### config.mk
export PLATFORM = sky130hd
export DESIGN_NAME = saturate_scale_multi
export DESIGN_NICKNAME = d
export VERILOG_FILES = /design/src/rtl/agc_pkg.sv /design/src/rtl/saturate_scale_lane.sv /design/src/rtl/saturate_scale_multi.sv
export SDC_FILE = /design/constraint.sdc
export NUM_CORES = 1
export LEC_CHECK = 0
export BUFFER_PORTS_ARGS = -buffer_cell sky130_fd_sc_hd__buf_2
export CAP_MARGIN = 20
export CORE_AREA = 2 2 216 218
export DETAILED_ROUTE_END_ITERATION = 7
export DIE_AREA = 0 0 218 220
export GPL_TIMING_DRIVEN = 0
export PLACE_DENSITY = 0.6
export SLEW_MARGIN = 10
export SYNTH_ARGS = -nofsm -noshare
export SYNTH_HDL_FRONTEND = slang
export SYNTH_SLANG_ARGS = --single-unit
### constraint.sdc
create_clock -name clk_i -period 9.27 [get_ports clk_i]
set_clock_uncertainty 0.15 [all_clocks]
set_input_delay 0.927 -clock clk_i [delete_from_list [all_inputs] [get_ports clk_i]]
set_output_delay 0.927 -clock clk_i [all_outputs]
set_load 0.005 [all_outputs]
### src/rtl/agc_pkg.sv
// rtl/agc_pkg.sv - shared helpers for the AGC saturate/scale stage
package agc_pkg;

  localparam int MAX_W     = 32;
  localparam int MAX_LANES = 64;

  function automatic bit cfg_legal(input int lsb, input int nbits, input int in_w, input int nsamp);
    return (lsb >= 1) && (nbits >= 3) && (nbits <= MAX_W) &&
           (lsb + nbits <= in_w) && (nsamp >= 1) && (nsamp <= MAX_LANES);
  endfunction

  // Offset-binary code from the rounded in-range value, or a rail when out of range.
  function automatic logic [MAX_W-1:0] sat_code(input logic [MAX_W-1:0] r, input logic inb,
                                                input logic sign, input int nbits);
    logic [MAX_W-1:0] ones;
    ones = (MAX_W'(1) << nbits) - MAX_W'(1);
    if (inb)
      return (r ^ (MAX_W'(1) << (nbits - 1))) & ones;
    else if (sign)
      return '0;
    else
      return ones;
  endfunction

  // Symmetric magnitude: the most negative code folds onto the largest positive one.
  function automatic logic [MAX_W-1:0] sym_abs(input logic [MAX_W-1:0] r, input logic inb,
                                               input int nbits);
    logic [MAX_W-1:0] half;
    logic [MAX_W-1:0] mag;
    half = MAX_W'(1) << (nbits - 1);
    if (!inb)
      return half - MAX_W'(1);
    if (r[nbits-1]) begin
      mag = ((~r) + MAX_W'(1)) & ((half << 1) - MAX_W'(1));
      if (mag == half)
        mag = half - MAX_W'(1);
    end else begin
      mag = r;
    end
    return mag;
  endfunction

  function automatic int popcount(input logic [MAX_LANES-1:0] v);
    int n;
    n = 0;
    for (int i = 0; i < MAX_LANES; i++)
      n += int'(v[i]);
    return n;
  endfunction

endpackage

### src/rtl/saturate_scale_lane.sv
// rtl/saturate_scale_lane.sv - one lane: range check/round (S1), code/abs/flags (S2)
module saturate_scale_lane
  import agc_pkg::*;
#(
  parameter int IN_W  = 48,
  parameter int LSB   = 4,
  parameter int NBITS = 5
) (
  input  logic             clk_i,
  input  logic             aresetn_i,
  input  logic [IN_W-1:0]  in_i,
  input  logic [NBITS-2:0] thresh_i,
  output logic [NBITS-1:0] out_o,
  output logic [NBITS-2:0] abs_o,
  output logic             gt_o,
  output logic             lt_o
);

  localparam int HI_W = IN_W - LSB - NBITS + 1;
  localparam int AW   = NBITS - 1;

  logic [HI_W-1:0]  hi;
  logic [NBITS-1:0] b;
  logic [NBITS-1:0] r_d, r_q;
  logic             inb_d, inb_q, sign_q;
  logic [NBITS-1:0] code_d, code_q;
  logic [AW-1:0]    abs_d, abs_q;
  logic             big, gt_d, lt_d, gt_q, lt_q;

  assign hi    = in_i[IN_W-1 -: HI_W];
  assign inb_d = (hi == '0) || (hi == '1);
  assign b     = in_i[LSB +: NBITS];
  // Sticky round: OR the guard bit into the LSB so no carry chain is needed.
  assign r_d   = {b[NBITS-1:1], b[0] | in_i[LSB-1]};

  if (LSB >= 2) begin : g_lsbs
    logic unused_lsbs;
    assign unused_lsbs = ^in_i[LSB-2:0];
  end

  assign code_d = NBITS'(sat_code(MAX_W'(r_q), inb_q, sign_q, NBITS));
  assign abs_d  = AW'(sym_abs(MAX_W'(r_q), inb_q, NBITS));
  assign big    = (abs_d > thresh_i) || !inb_q;
  assign gt_d   = !sign_q && big;
  assign lt_d   = sign_q && big;

  always_ff @(posedge clk_i or negedge aresetn_i) begin
    if (!aresetn_i) begin
      r_q    <= '0;
      inb_q  <= 1'b0;
      sign_q <= 1'b0;
      code_q <= '0;
      abs_q  <= '0;
      gt_q   <= 1'b0;
      lt_q   <= 1'b0;
    end else begin
      r_q    <= r_d;
      inb_q  <= inb_d;
      sign_q <= in_i[IN_W-1];
      code_q <= code_d;
      abs_q  <= abs_d;
      gt_q   <= gt_d;
      lt_q   <= lt_d;
    end
  end

  assign out_o = code_q;
  assign abs_o = abs_q;
  assign gt_o  = gt_q;
  assign lt_o  = lt_q;

endmodule

### src/rtl/saturate_scale_multi.sv
// rtl/saturate_scale_multi.sv - multi-lane saturate/round/scale with windowed GT/LT totals
module saturate_scale_multi
  import agc_pkg::*;
#(
  parameter int NSAMP = 8,
  parameter int IN_W  = 48,
  parameter int LSB   = 4,
  parameter int NBITS = 5,
  parameter int CNT_W = 24
) (
  input  logic                       clk_i,
  input  logic                       aresetn_i,
  input  logic [NSAMP*IN_W-1:0]      in_i,
  input  logic                       in_valid_i,
  input  logic [NBITS-2:0]           thresh_i,
  input  logic [CNT_W-1:0]           win_len_i,
  output logic [NSAMP*NBITS-1:0]     out_o,
  output logic [NSAMP*(NBITS-1)-1:0] abs_o,
  output logic [NSAMP-1:0]           gt_o,
  output logic [NSAMP-1:0]           lt_o,
  output logic                       out_valid_o,
  output logic [CNT_W-1:0]           gt_count_o,
  output logic [CNT_W-1:0]           lt_count_o,
  output logic                       count_valid_o,
  input  logic                       count_ack_i,
  output logic                       overrun_o
);

  localparam int PC_W  = $clog2(NSAMP + 1);
  localparam int SUM_W = CNT_W + 1;

  if (!cfg_legal(LSB, NBITS, IN_W, NSAMP)) begin : g_bad_cfg
    $error("saturate_scale_multi: illegal LSB/NBITS/IN_W/NSAMP combination");
  end

  for (genvar k = 0; k < NSAMP; k++) begin : g_lane
    saturate_scale_lane #(
      .IN_W  (IN_W),
      .LSB   (LSB),
      .NBITS (NBITS)
    ) u_lane (
      .clk_i     (clk_i),
      .aresetn_i (aresetn_i),
      .in_i      (in_i[k*IN_W +: IN_W]),
      .thresh_i  (thresh_i),
      .out_o     (out_o[k*NBITS +: NBITS]),
      .abs_o     (abs_o[k*(NBITS-1) +: (NBITS-1)]),
      .gt_o      (gt_o[k]),
      .lt_o      (lt_o[k])
    );
  end

  function automatic logic [CNT_W-1:0] sat_add(input logic [CNT_W-1:0] a, input logic [PC_W-1:0] b);
    logic [SUM_W-1:0] s;
    s = {1'b0, a} + SUM_W'(b);
    return s[CNT_W] ? '1 : s[CNT_W-1:0];
  endfunction

  logic [1:0]       vld_q;
  logic [CNT_W-1:0] acc_gt_q, acc_gt_d, acc_lt_q, acc_lt_d, wcnt_q, wcnt_d;
  logic [CNT_W-1:0] gt_cnt_q, gt_cnt_d, lt_cnt_q, lt_cnt_d;
  logic             cv_q, cv_d, ovr_q, ovr_d;
  logic [PC_W-1:0]  pc_gt, pc_lt;
  logic [CNT_W-1:0] gt_sum, lt_sum;
  logic             win_en, beat, close, ack_take;

  assign out_valid_o = vld_q[1];
  assign pc_gt  = PC_W'(popcount(MAX_LANES'(gt_o)));
  assign pc_lt  = PC_W'(popcount(MAX_LANES'(lt_o)));
  assign gt_sum = sat_add(acc_gt_q, pc_gt);
  assign lt_sum = sat_add(acc_lt_q, pc_lt);
  assign win_en = (win_len_i != '0);
  assign beat   = out_valid_o && win_en;
  // >= rather than == so a window shrunk below the current count closes immediately.
  assign close    = beat && (({1'b0, wcnt_q} + SUM_W'(1)) >= {1'b0, win_len_i});
  assign ack_take = count_ack_i && cv_q;

  always_comb begin
    acc_gt_d = acc_gt_q;
    acc_lt_d = acc_lt_q;
    wcnt_d   = wcnt_q;
    gt_cnt_d = gt_cnt_q;
    lt_cnt_d = lt_cnt_q;
    cv_d     = cv_q;
    ovr_d    = ovr_q;

    if (!win_en) begin
      acc_gt_d = '0;
      acc_lt_d = '0;
      wcnt_d   = '0;
    end else if (close) begin
      acc_gt_d = '0;
      acc_lt_d = '0;
      wcnt_d   = '0;
    end else if (beat) begin
      acc_gt_d = gt_sum;
      acc_lt_d = lt_sum;
      wcnt_d   = wcnt_q + CNT_W'(1);
    end

    if (ack_take) begin
      cv_d  = 1'b0;
      ovr_d = 1'b0;
    end

    if (close) begin
      if (!cv_q || count_ack_i) begin
        gt_cnt_d = gt_sum;
        lt_cnt_d = lt_sum;
        cv_d     = 1'b1;
      end else begin
        ovr_d = 1'b1;
      end
    end
  end

  always_ff @(posedge clk_i or negedge aresetn_i) begin
    if (!aresetn_i) begin
      vld_q    <= '0;
      acc_gt_q <= '0;
      acc_lt_q <= '0;
      wcnt_q   <= '0;
      gt_cnt_q <= '0;
      lt_cnt_q <= '0;
      cv_q     <= 1'b0;
      ovr_q    <= 1'b0;
    end else begin
      vld_q    <= {vld_q[0], in_valid_i};
      acc_gt_q <= acc_gt_d;
      acc_lt_q <= acc_lt_d;
      wcnt_q   <= wcnt_d;
      gt_cnt_q <= gt_cnt_d;
      lt_cnt_q <= lt_cnt_d;
      cv_q     <= cv_d;
      ovr_q    <= ovr_d;
    end
  end

  assign gt_count_o    = gt_cnt_q;
  assign lt_count_o    = lt_cnt_q;
  assign count_valid_o = cv_q;
  assign overrun_o     = ovr_q;

endmodule

==> impl_results.md <==
- Final sum of negative setup slack: 0 ps
- CTS clk-pin slew, worst paths: 60 ps
- H-tree Lvls: 1
- Post-synth net total: 2047
- Routability-driven placement congestion ratio: 0.929
- Grt total ovfl: 0
- Maximum clock frequency: 181 MHz
- Remaining number of nets flagged by the antenna check after routing: 0
- Element type at the critical path start: register
- Die height: 220 µm
- Internal power component: 2.27 mW
- Maximum number of pins on one net before global-route repair: 109
- Buf/Inv on CP: 1
- Worst rel slew slack: 19.6%
- Minimum clock period after layout: 5520 ps
- Number of different library cells in the post-synthesis netlist: 59
- Clock sink total: 268
- Post-layout net count: 2612
- Summed instance area of the synthesized netlist: 15100 µm²
- Worst path top cell family by delay: simple AND/OR/NAND/NOR gates
- Count of state elements after synthesis: 268
- Top_reg_cell synth: dfrtp_1
- Crit share post-route: 59.5%
- Switching part of the total power: 29.6%
- Commonest cells in the synthesized netlist: 268 x dfrtp_1, 120 x nand4_1, 111 x nor4_1, 109 x nand2_1, 106 x inv_1
- Overall power: 3.22 mW
- Cell repeated most along the worst path: nand4_1
- Worst R2R Path Depth: 12
- Antenna violations before repair: 5
- Sw Pwr: 952 µW
- Maximum clock insertion buffer count: 3
- Die footprint: 48000 µm²
- CP Max Fanout: 10
- RSZ-0062 raised after global routing: no
- Number of max-slew violations in the final report: 0
- Number of placement rows: 79
- Min-Delay Path Class: in -> async
- Tightest hold margin: 155 ps
- Final-layout fill cell count: 4520
- Count of final hold-check violations: 0
- Max cap viols: 0
- Routed len/inst: 19.6 µm
- Start point of the critical path: wcnt_q[2]
- Average cell area after synthesis: 9.81 µm²
- Routed vias/inst: 5.35
- Fraction of synthesis flops using an asynchronous set or reset pin: 100%
- Sequential power share: 39.9%
- Standard cell core area: 45900 µm²
- P&R area growth vs syn: 29.8%
- Cells along the critical path: nand4_1, or2_2, clkbuf_1, nor4b_1, xor2_1, ha_1, nand4_1, nor2_1, a311o_1, o21ai_1, nand3_1, o31ai_1
- Arrival time of the worst setup path: 5830 ps
- Synthesis warning total: 0
- # placed instances: 2683
- DRC marker count from the first detailed-route iteration: 950
- Share of synthesized area occupied by flip-flops and latches: 44.3%
- Number of instances resized during post-cts repair: 0
- Number of vias after detailed routing: 14684
- Total wire length after detailed routing: 53700 µm
- DPL Wire Length: 42800 µm
- Share of final-layout standard cells stronger than drive strength 1: 31.6%
- Library cell with the largest summed area after synthesis: dfrtp_1
- Wire length of the first global-routing pass: 79600 µm
- Number of buffers added by the clock tree synthesis step: 31
- Number of setup buffers added after CTS: 0
- Post-synthesis cell count: 1544
- DRC violation count after routing: 0
- Worst path required time: 9580 ps
- Total global-route track usage: 21.5%
- Critical path depth in cells: 12
- Vias in the first global route: 14157
- Run status: finished clean
- Power density normalized to cell area: 164 nW/µm²
- CP endpoint kind: register
- Worst Setup Path Type: reg -> reg
- Share of Yosys cell area claimed by the top area cell type: 44.3%
- FF-to-FF Start: wcnt_q[2]
- Hold-fix buffers, CTS: 0
- Boundary Pins: 555
- Count of flip-flops with a built-in enable after synthesis: 0
- Maximum cell stage delay along the critical path: 1040 ps
- Initial Utilization: 33.0%
- Worst IR Drop VDD: 115 µV
- Final count of negative-setup-slack endpoints: 0
- Most common cell in the synthesized netlist: dfrtp_1
- Comb pwr share: 22.2%
- Clk pwr share: 37.9%
- Slowest library cell on the worst path: nor4b_1
- Number of detailed-route iterations in the first pass: 5
- Ranking of synthesized cells by area: dfrtp_1 44%, ha_1 6.4%, nand4_1 5.0%, nor4_1 4.6%, nand2_1 2.7%
- Clk_lat worst skew: 570 ps
- # port buffers: 530
- Slew @ Worst Pin: 1190 ps
- Leakage power of the design: 9.39 nW
- Clock tree from TritonCTS: yes
- Final cell count without fillers: 2743
- Die extent in x: 218 µm
- CTS root buffer: clkbuf_16
==> power by group through the flow <==
stage / logic, mW / clock network [mW] / registers (mW)
after floorplan: 0.430 / 0 / 1.29
after global placement: 0.683 / 0 / 1.30
after detailed placement: 0.712 / 0 / 1.30
after CTS: 0.717 / 1.26 / 1.28
after global routing: 0.809 / 1.31 / 1.29
final: 0.714 / 1.22 / 1.28
==> routing by layer <==
metal | vias up | GRT usage [%] | wire length [µm]
met2 | 528 | 38.1 | 27200
met3 | 119 | 3.42 | 3050
li1 | 6906 | - | -
met1 | 7131 | 25.9 | 21100
met4 | 0 | 8.91 | 2280
met5 | - | 0 | 0
==> registers in the layout, indices dropped and copies added (netlist names) <==
name / flops
g_lane.u_lane.gt_o: 8
gt_count_o: 24
g_lane.u_lane.r_q: 40
wcnt_q: 24
g_lane.u_lane.out_o: 40
g_lane.u_lane.inb_q: 8
count_valid_o: 1
vld_q: 2
acc_lt_q: 24
lt_count_o: 24
g_lane.u_lane.abs_o: 32
overrun_o: 1
g_lane.u_lane.sign_q: 8
acc_gt_q: 24
g_lane.u_lane.lt_o: 8
==> cell families (layout without fill, tap and decap cells) <==
group	Yosys count	after routing	share of synthesized area, %
adders and majority gates	87	87	7.69
muxes	54	54	4.24
and+or+nand+nor	617	617	22.8
buffers and inverters	174	763	5.12
AOI/OAI and AO/OA	304	304	13.5
xor gates and xnor gates	40	40	2.31
other	0	3	0
DFF	268	268	44.3
==> metrics by stage <==
stage	worst slack, ps	cell area [µm²]	utilization (%)
after floorplan	4950	15100	-
after global placement	2050	18600	40.4
after detailed placement	3890	18600	40.6
after CTS	3870	19600	42.8
after global routing	3380	19600	42.8
final	3750	19600	42.8
==> layout by cell type (no fill, tap or decap), drive strengths merged, types with 57 or more instances in the layout <==
cell,synthesis,layout
buf,29,561
dfrtp,268,268
nand4,120,120
nor4,111,111
nand2,109,109
inv,106,107
a21oi,81,81
clkbuf,39,81
ha,77,77
nand3,63,63
o21ai,57,57
==> layout make-up <==
class | instances | area (µm²) | area share [%]
diodes | 3 | 7.51 | 0.0382
repair buffers | 532 | 2720 | 13.8
inverters | 106 | 398 | 2.03
multi-input cells | 1102 | 7660 | 39.0
well taps | 607 | 759 | 3.87
clock buffers | 42 | 877 | 4.46
clock inverters | 15 | 146 | 0.745
flip-flops and latches | 268 | 6710 | 34.1
plain buffers | 68 | 378 | 1.92
==> worst paths after layout <==
check | to | slack (ps)
worst max-delay path | wcnt_q[7] | 3750
worst min-delay path | wcnt_q[10] | 160
worst max register to register | wcnt_q[7] | 3750
worst min register to register | vld_q[1] | 200
max in group asynchronous | g_lane[7].u_lane.abs_o[2] | 7830
min in group clk_i | vld_q[1] | 200
Note: power is estimated with default switching activity, not from simulation.
